File: src/rtl/nn_pkg.sv
// Shared helpers for the dense-layer neuron cells: result-bus layout,
// index-width calculation and the saturation used when a neuron completes.
package nn_pkg;

    // Widest intermediate value the saturate helper accepts. Callers extend
    // their accumulator to this width before saturating.
    localparam int SAT_W = 160;

    // Which source drives the shared result bus on a given edge.
    typedef enum logic [1:0] {
        BUS_PASS     = 2'd0,
        BUS_UPSTREAM = 2'd1,
        BUS_LOCAL    = 2'd2
    } bus_sel_e;

    // The valid flag sits just above the payload on the result bus.
    function automatic int result_valid_bit(input int data_width);
        return data_width;
    endfunction

    // Ceiling log2, usable in parameter defaults.
    function automatic int clog2(input int value);
        int r;
        r = 0;
        for (int i = 0; i < 31; i++) begin
            if ((1 << i) < value) begin
                r = i + 1;
            end
        end
        return r;
    endfunction

    // Clamp a wide value into a width-bit range. In unsigned mode the
    // value is never negative, so only the upper bound applies.
    function automatic logic [SAT_W-1:0] saturate(
        input logic [SAT_W-1:0] value,
        input int               width,
        input logic             is_signed
    );
        logic signed [SAT_W-1:0] v_s;
        logic signed [SAT_W-1:0] max_s;
        logic signed [SAT_W-1:0] min_s;
        logic        [SAT_W-1:0] max_u;
        v_s   = $signed(value);
        max_s = $signed((SAT_W'(1) << (width - 1)) - SAT_W'(1));
        min_s = ~max_s;
        max_u = (SAT_W'(1) << width) - SAT_W'(1);
        if (is_signed) begin
            if (v_s > max_s) begin
                return $unsigned(max_s);
            end else if (v_s < min_s) begin
                return $unsigned(min_s);
            end else begin
                return value;
            end
        end else begin
            if (value > max_u) begin
                return max_u;
            end else begin
                return value;
            end
        end
    endfunction

endpackage

File: src/rtl/mac_saturate.sv
// Multiply-accumulate datapath of one neuron: product of the streamed value
// with the selected weight, running accumulator, and the saturated final
// result presented combinationally for the completing element.
module mac_saturate
    import nn_pkg::*;
#(
    parameter int                    DATA_WIDTH    = 32,
    parameter int                    WEIGHT_AMOUNT = 4,
    parameter bit                    SIGNED        = 1'b1,
    parameter logic [DATA_WIDTH-1:0] BIAS          = '0,
    parameter int                    ACC_WIDTH     = 2*DATA_WIDTH + clog2(WEIGHT_AMOUNT) + 1
) (
    input  logic                  clk,
    input  logic                  rst,
    input  logic                  acc_enable,
    input  logic                  acc_restart,
    input  logic [DATA_WIDTH-1:0] mul_value,
    input  logic [DATA_WIDTH-1:0] mul_weight,
    output logic [DATA_WIDTH-1:0] final_value
);

    localparam int   PROD_W    = 2*DATA_WIDTH;
    localparam logic BIAS_FILL = SIGNED ? BIAS[DATA_WIDTH-1] : 1'b0;
    localparam logic [ACC_WIDTH-1:0] BIAS_EXT =
        {{(ACC_WIDTH-DATA_WIDTH){BIAS_FILL}}, BIAS};

    logic [ACC_WIDTH-1:0]        r_acc;
    logic [PROD_W-1:0]           w_product_raw;
    logic [ACC_WIDTH-1:0]        w_product_ext;
    logic [ACC_WIDTH-1:0]        w_sum;
    logic                        w_sum_fill;
    logic [SAT_W-1:0]            w_sum_wide;
    logic [SAT_W-1:0]            w_sat;
    logic [SAT_W-DATA_WIDTH-1:0] w_unused_sat_hi;

    // Operands are widened to the full product width first so the
    // multiply is exact in either signedness.
    generate
        if (SIGNED) begin : g_signed
            logic signed [PROD_W-1:0] w_a_ext;
            logic signed [PROD_W-1:0] w_b_ext;
            assign w_a_ext       = $signed({{DATA_WIDTH{mul_value[DATA_WIDTH-1]}}, mul_value});
            assign w_b_ext       = $signed({{DATA_WIDTH{mul_weight[DATA_WIDTH-1]}}, mul_weight});
            assign w_product_raw = $unsigned(w_a_ext * w_b_ext);
            assign w_product_ext = {{(ACC_WIDTH-PROD_W){w_product_raw[PROD_W-1]}}, w_product_raw};
            assign w_sum_fill    = w_sum[ACC_WIDTH-1];
        end else begin : g_unsigned
            logic [PROD_W-1:0] w_a_ext;
            logic [PROD_W-1:0] w_b_ext;
            assign w_a_ext       = {{DATA_WIDTH{1'b0}}, mul_value};
            assign w_b_ext       = {{DATA_WIDTH{1'b0}}, mul_weight};
            assign w_product_raw = w_a_ext * w_b_ext;
            assign w_product_ext = {{(ACC_WIDTH-PROD_W){1'b0}}, w_product_raw};
            assign w_sum_fill    = 1'b0;
        end
    endgenerate

    assign w_sum           = r_acc + w_product_ext;
    assign w_sum_wide      = {{(SAT_W-ACC_WIDTH){w_sum_fill}}, w_sum};
    assign w_sat           = saturate(w_sum_wide, DATA_WIDTH, SIGNED);
    assign final_value     = w_sat[DATA_WIDTH-1:0];
    assign w_unused_sat_hi = w_sat[SAT_W-1:DATA_WIDTH];

    // Running sum; restarts from the bias on completion so the next neuron
    // never sees a stale partial sum.
    always_ff @(posedge clk or posedge rst) begin
        if (rst) begin
            r_acc <= BIAS_EXT;
        end else if (acc_enable) begin
            r_acc <= acc_restart ? BIAS_EXT : w_sum;
        end
    end

endmodule

File: src/rtl/loadable_weight_cell.sv
// Systolic neuron cell with run-time loadable weights. Streams the layer
// input through with one cycle of delay, accumulates its own neuron, and
// merges its result onto the shared result bus behind upstream traffic via
// a one-entry pending buffer. Protocol faults raise sticky flags.
module loadable_weight_cell
    import nn_pkg::*;
#(
    parameter int                    DATA_WIDTH    = 32,
    parameter int                    WEIGHT_AMOUNT = 4,
    parameter bit                    SIGNED        = 1'b1,
    parameter logic [DATA_WIDTH-1:0] BIAS          = '0,
    parameter int                    ACC_WIDTH     = 2*DATA_WIDTH + clog2(WEIGHT_AMOUNT) + 1
) (
    input  logic                  clk,
    input  logic                  rst,
    input  logic                  weight_load_enable,
    input  logic [DATA_WIDTH-1:0] weight_load_index,
    input  logic [DATA_WIDTH-1:0] weight_load_value,
    input  logic [DATA_WIDTH-1:0] input_index,
    input  logic [DATA_WIDTH-1:0] input_value,
    input  logic                  input_enable,
    input  logic [DATA_WIDTH:0]   input_result,
    output logic [DATA_WIDTH-1:0] output_index,
    output logic [DATA_WIDTH-1:0] output_value,
    output logic                  output_enable,
    output logic [DATA_WIDTH:0]   output_result,
    output logic                  index_error,
    output logic                  result_overflow
);

    localparam int VB    = result_valid_bit(DATA_WIDTH);
    localparam int IDX_W = clog2(WEIGHT_AMOUNT);
    localparam logic [DATA_WIDTH-1:0] LAST_IDX = DATA_WIDTH'(WEIGHT_AMOUNT - 1);
    localparam logic [DATA_WIDTH-1:0] AMOUNT   = DATA_WIDTH'(WEIGHT_AMOUNT);

    // Registered state
    logic [DATA_WIDTH-1:0] r_output_index;
    logic [DATA_WIDTH-1:0] r_output_value;
    logic                  r_output_enable;
    logic [DATA_WIDTH:0]   r_output_result;
    logic [DATA_WIDTH-1:0] r_pending;
    logic                  r_pending_valid;
    logic                  r_index_error;
    logic                  r_result_overflow;

    // Combinational decode
    logic                  w_in_range;
    logic                  w_load_range;
    logic                  w_load_ok;
    logic [IDX_W-1:0]      w_in_sel;
    logic [IDX_W-1:0]      w_load_sel;
    logic                  w_accumulate;
    logic                  w_complete;
    logic                  w_drain;
    logic                  w_store;
    logic [DATA_WIDTH-1:0] w_weight [WEIGHT_AMOUNT];
    logic [DATA_WIDTH-1:0] w_weight_sel;
    logic [DATA_WIDTH-1:0] w_final;
    bus_sel_e              w_bus_sel;

    assign w_in_range   = input_index < AMOUNT;
    assign w_load_range = weight_load_index < AMOUNT;
    assign w_load_ok    = weight_load_enable && w_load_range;
    assign w_in_sel     = input_index[IDX_W-1:0];
    assign w_load_sel   = weight_load_index[IDX_W-1:0];
    assign w_accumulate = input_enable && w_in_range;
    assign w_complete   = w_accumulate && (input_index == LAST_IDX);

    // Weight slots. Reads see the value from before this edge, so a load and
    // an accumulate hitting the same index use the old weight.
    genvar gi;
    generate
        for (gi = 0; gi < WEIGHT_AMOUNT; gi++) begin : g_weight
            logic [DATA_WIDTH-1:0] r_weight;

            // Capture the load value when this slot is addressed.
            always_ff @(posedge clk or posedge rst) begin
                if (rst) begin
                    r_weight <= '0;
                end else if (w_load_ok && (w_load_sel == IDX_W'(gi))) begin
                    r_weight <= weight_load_value;
                end
            end

            assign w_weight[gi] = r_weight;
        end
    endgenerate

    assign w_weight_sel = w_in_range ? w_weight[w_in_sel] : '0;

    mac_saturate #(
        .DATA_WIDTH    (DATA_WIDTH),
        .WEIGHT_AMOUNT (WEIGHT_AMOUNT),
        .SIGNED        (SIGNED),
        .BIAS          (BIAS),
        .ACC_WIDTH     (ACC_WIDTH)
    ) u_mac (
        .clk         (clk),
        .rst         (rst),
        .acc_enable  (w_accumulate),
        .acc_restart (w_complete),
        .mul_value   (input_value),
        .mul_weight  (w_weight_sel),
        .final_value (w_final)
    );

    // Bus arbitration: upstream results always win, then our buffered result.
    always_comb begin
        w_bus_sel = BUS_PASS;
        if (input_result[VB]) begin
            w_bus_sel = BUS_UPSTREAM;
        end else if (r_pending_valid) begin
            w_bus_sel = BUS_LOCAL;
        end
    end

    assign w_drain = (w_bus_sel == BUS_LOCAL);
    // A completion fits if the buffer is empty or being emptied this edge.
    assign w_store = w_complete && (!r_pending_valid || w_drain);

    // Pass the input stream to the next cell with one cycle of delay.
    always_ff @(posedge clk or posedge rst) begin
        if (rst) begin
            r_output_index  <= '0;
            r_output_value  <= '0;
            r_output_enable <= 1'b0;
        end else begin
            r_output_index  <= input_index;
            r_output_value  <= input_value;
            r_output_enable <= input_enable;
        end
    end

    // Drive the result bus from the arbitration winner.
    always_ff @(posedge clk or posedge rst) begin
        if (rst) begin
            r_output_result <= '0;
        end else begin
            case (w_bus_sel)
                BUS_UPSTREAM: r_output_result <= input_result;
                BUS_LOCAL:    r_output_result <= {1'b1, r_pending};
                default:      r_output_result <= {1'b0, input_result[DATA_WIDTH-1:0]};
            endcase
        end
    end

    // One-entry buffer holding a finished result until the bus is free.
    always_ff @(posedge clk or posedge rst) begin
        if (rst) begin
            r_pending       <= '0;
            r_pending_valid <= 1'b0;
        end else if (w_store) begin
            r_pending       <= w_final;
            r_pending_valid <= 1'b1;
        end else if (w_drain) begin
            r_pending_valid <= 1'b0;
        end
    end

    // Sticky fault flags; only reset clears them.
    always_ff @(posedge clk or posedge rst) begin
        if (rst) begin
            r_index_error     <= 1'b0;
            r_result_overflow <= 1'b0;
        end else begin
            if ((input_enable && !w_in_range) || (weight_load_enable && !w_load_range)) begin
                r_index_error <= 1'b1;
            end
            if (w_complete && !w_store) begin
                r_result_overflow <= 1'b1;
            end
        end
    end

    assign output_index    = r_output_index;
    assign output_value    = r_output_value;
    assign output_enable   = r_output_enable;
    assign output_result   = r_output_result;
    assign index_error     = r_index_error;
    assign result_overflow = r_result_overflow;

endmodule

File: config.mk
export PLATFORM = sky130hd
export DESIGN_NAME = loadable_weight_cell
export DESIGN_NICKNAME = d
export VERILOG_FILES = /design/src/rtl/nn_pkg.sv /design/src/rtl/mac_saturate.sv /design/src/rtl/loadable_weight_cell.sv
export SDC_FILE = /design/constraint.sdc
export NUM_CORES = 2
export LEC_CHECK = 0
export CAP_MARGIN = 20
export CORE_MARGIN = 4
export CORE_UTILIZATION = 64
export DETAILED_ROUTE_END_ITERATION = 10
export PLACE_DENSITY_LB_ADDON = 0.3
export SLEW_MARGIN = 20
export SYNTH_ARGS = -nofsm -noshare
export SYNTH_HDL_FRONTEND = slang
export SYNTH_SLANG_ARGS = --single-unit
export TNS_END_PERCENT = 30
File: constraint.sdc
create_clock -name clk -period 14.2 [get_ports clk]
set_input_delay 2.13 -clock clk [delete_from_list [all_inputs] [get_ports clk]]
set_output_delay 2.13 -clock clk [all_outputs]
set_load 0.01 [all_outputs]
==> flow_summary.ini <==
[detailed_routing]
drc = 0
drtAntennaViolNets = 0
wl_mm = 161.1
dr_total_vias = 43900
routedWlPerCell_um = 21.78
first_iter_violations = 3665
firstDrtPassIters = 6
viasPerCell = 5.936

[setup_path]
r2r_end = r_pending[27]
crit_path_max_incr_delay_ns = 0.57
end_kind = register
crit_path_start = input_index[24]
cp_slowest_cell = or4_4
path_max_fanout = 7
worstSetupStartpointType = input pin
cp_data_required_time_ns = 14.61
crit_end = r_pending[27]
ff2ff_setup_slack_ns = 1.94
r2r_start = g_weight[0].r_weight[17]
cp.depth = 49
critical-path-top-delay-family = adder cells
setup.worst_path.class = in2reg
reg2regPathDepth = 48
path_buf_inv = 13
cp.arrival_ns = 14.48

[floorplanning]
die_area_um2 = 88660
die_width_um = 297.8
ios = 265
start_util_pct = 65.02
rows = 105
core_um2 = 82640
die_h_um = 297.8

[finish]
design_area_um2 = 65050
multi_input_area_um2 = 41250
drive_gt1_share_pct = 18.25
seq_area_um2 = 8208
final_core_util_pct = 78.72
fin_nets = 7791
fill_cells = 5046
area_growth_pct = 21.07

[global_routing]
grt_antenna_before_repair = 7
first_global_vias = 47310
grt_pass1_wl_mm = 249.9
grt_max_degree = 169
grtUsageTotal_pct = 35.62
overflow = 0

[sta]
max_freq_ghz = 0.07110
min_period_ns = 14.06
finalClockSkew_ns = 0.02921
worst_slew_pin_slew_ns = 1.070
finalCritPeriodShare_pct = 99.05
finalSetupViolations = 0
whs_ns = 0.4817
slew_headroom_pct = 28.64
finalHoldViolations = 0
slew_viol_final = 0
tns_ns = 0

[power_and_ir_drop]
power_density_nw_per_um2 = 34.89
power.clock.fraction_pct = 48.6
peakVddDrop_v = 0.0001332
power_leakage_nw = 32.91
combPwrFrac_pct = 9.4
p_switching_mw = 0.6002
swShare_pct = 26.44
p_int_mw = 1.670
seqPwrFrac_pct = 42.0

[synthesis]
synth.area.top_cells = fa_1, dfrtp_1, inv_1, and2_1, ha_1
synthArstFlopShare_pct = 100.0
syn_area_um2 = 53730
synthTopCellsByCount = fa_1, inv_1, nand2_1
synth_flop_cell = dfrtp_1
yosys.area.top_type = fa_1
synth_edf_count = 0
syn_avg_cell_area_um2 = 9.704
ys_types = 86
synth-seq-cells = 328
yosys_warnings = 0
synth.most_common_cell = fa_1
ys_seq_area_share_pct = 15.28
synth_top_area_share_pct = 40.35
synth_nets = 7039
synth_cells = 5537

[cts]
clk_pin_slew_ns = 0.06
cts_tree = built
clock_path_buffers = 3
htree_levels = 2
numCtsBuffers = 39
cts.sinks = 328
clk_latency_ns = 0.61
root_buffer = clkbuf_16

[min_path]
hp-class = reg2reg

[placed_design]
gp_congestion = 0.9654
io_buffer_count = 264
placed_area_um2 = 62420
hpwl_mm = 126.1

[flow_run]
maxCapViolCount = 0

[outcome]
outcome = finished clean
## area by class of cell
| type | instances | area share [%] |
|---|---|---|
| diodes | 6 | 0.02308 |
| clock buffers | 49 | 1.619 |
| clock inverters | 22 | 0.4828 |
| inverters | 999 | 5.776 |
| multi-input cells | 3908 | 63.41 |
| flip-flops and latches | 328 | 12.62 |
| well taps | 1070 | 2.058 |
| repair buffers | 1013 | 14.02 |
## worst reg2reg max path, delay by kind of cell (launching register included)
kind / cells / cell delay [ns]
flops: 1 / 0.40
compound gates: 14 / 2.51
mux: 1 / 0.54
fa+ha+maj: 10 / 4.63
simple gates: 8 / 2.11
xor+xnor: 2 / 0.30
buf+inv: 13 / 1.57
## flip-flops by register name (all words and copies together), names as in the netlist
| register | flops |
|---|---|
| output_index | 32 |
| r_pending | 32 |
| index_error | 1 |
| result_overflow | 1 |
| output_result | 33 |
| output_value | 32 |
| g_weight.r_weight | 128 |
| u_mac.r_acc | 67 |
| r_pending_valid | 1 |
| output_enable | 1 |
## how the worst min path moves through the flow
stage,start,to,slack [ns],cells past startpoint
floorplan,u_mac.r_acc[10],u_mac.r_acc[10],0.46,2
global placement,result_overflow,result_overflow,0.45,1
detailed placement,result_overflow,result_overflow,0.46,1
CTS,result_overflow,result_overflow,0.49,1
global route,result_overflow,result_overflow,0.50,1
finish,result_overflow,result_overflow,0.48,1
## placed cells by master, fill, tap and decap left out, types with 18 or more instances in the layout
| cell | Yosys | layout |
|---|---|---|
| clkdlybuf4s50_1 | 0 | 244 |
| nor2_1 | 166 | 164 |
| inv_1 | 999 | 993 |
| o21bai_1 | 20 | 18 |
| o21a_1 | 24 | 24 |
| buf_4 | 2 | 678 |
| dfrtp_1 | 328 | 328 |
| o21ai_1 | 12 | 21 |
| a21oi_1 | 182 | 166 |
| xor2_1 | 36 | 35 |
| and2_1 | 539 | 538 |
| dlymetal6s2s_1 | 0 | 18 |
| nor3_1 | 59 | 56 |
| a21o_1 | 62 | 62 |
| mux2_2 | 160 | 160 |
| nor2b_4 | 0 | 21 |
| o211ai_1 | 22 | 22 |
| fa_1 | 1083 | 1075 |
| ha_1 | 254 | 249 |
| a211oi_1 | 18 | 18 |
| a22o_1 | 20 | 20 |
| mux4_2 | 32 | 32 |
| xnor2_1 | 81 | 81 |
| clkbuf_16 | 0 | 49 |
| o21ai_0 | 123 | 109 |
| nand2_1 | 638 | 636 |
| buf_12 | 0 | 46 |
| a31oi_1 | 42 | 41 |
| nand3_1 | 49 | 47 |
| nand4_1 | 43 | 43 |
## timing repair
| action | CTS | global route |
|---|---|---|
| gates resized for setup | 10 | 149 |
| pin swaps | 0 | 64 |
| gates cloned | 0 | 13 |
| buffers inserted | 0 | 41 |
| hold buffers | 0 | 0 |
| setup endpoints to repair | 32 | 33 |
## per-layer routing
metal	track usage [%]	part of all wire (%)
met3	6.604	9.2
met2	60.72	49
met5	0	0
met1	44.28	36
met4	17.03	5.9
## power groups by stage
stage / Combinational (mW) / Clock, mW / Sequential [mW]
CTS: 0.209 / 1.11 / 0.953
floorplan: 0.0560 / 0 / 0.978
detailed placement: 0.207 / 0 / 0.970
global placement: 0.203 / 0 / 0.969
global route: 0.222 / 1.16 / 0.954
finish: 0.213 / 1.10 / 0.953
## cell families (layout without fill, tap and decap cells)
logic type	after synthesis	in the layout	share of synthesized area [%]
and+or+nand+nor	1648	1648	15.34
adders and majority gates	1337	1337	46.26
buffers and inverters	1301	2083	9.144
AOI/OAI and AO/OA	609	609	7.247
DFF	328	328	15.28
muxes	195	195	4.750
xor gates and xnor gates	119	119	1.979
other	0	6	0
## metrics by stage
stage | total power [mW] | setup WS, ns | instances
floorplan | 1.034 | 0.2091 | 5537
global placement | 1.172 | -0.6792 | 7265
detailed placement | 1.177 | -0.8381 | 7265
CTS | 2.277 | 0.01853 | 7336
global route | 2.332 | -0.1817 | 7392
finish | 2.270 | 0.1352 | 7395
Note: power is estimated with default switching activity, not from simulation.
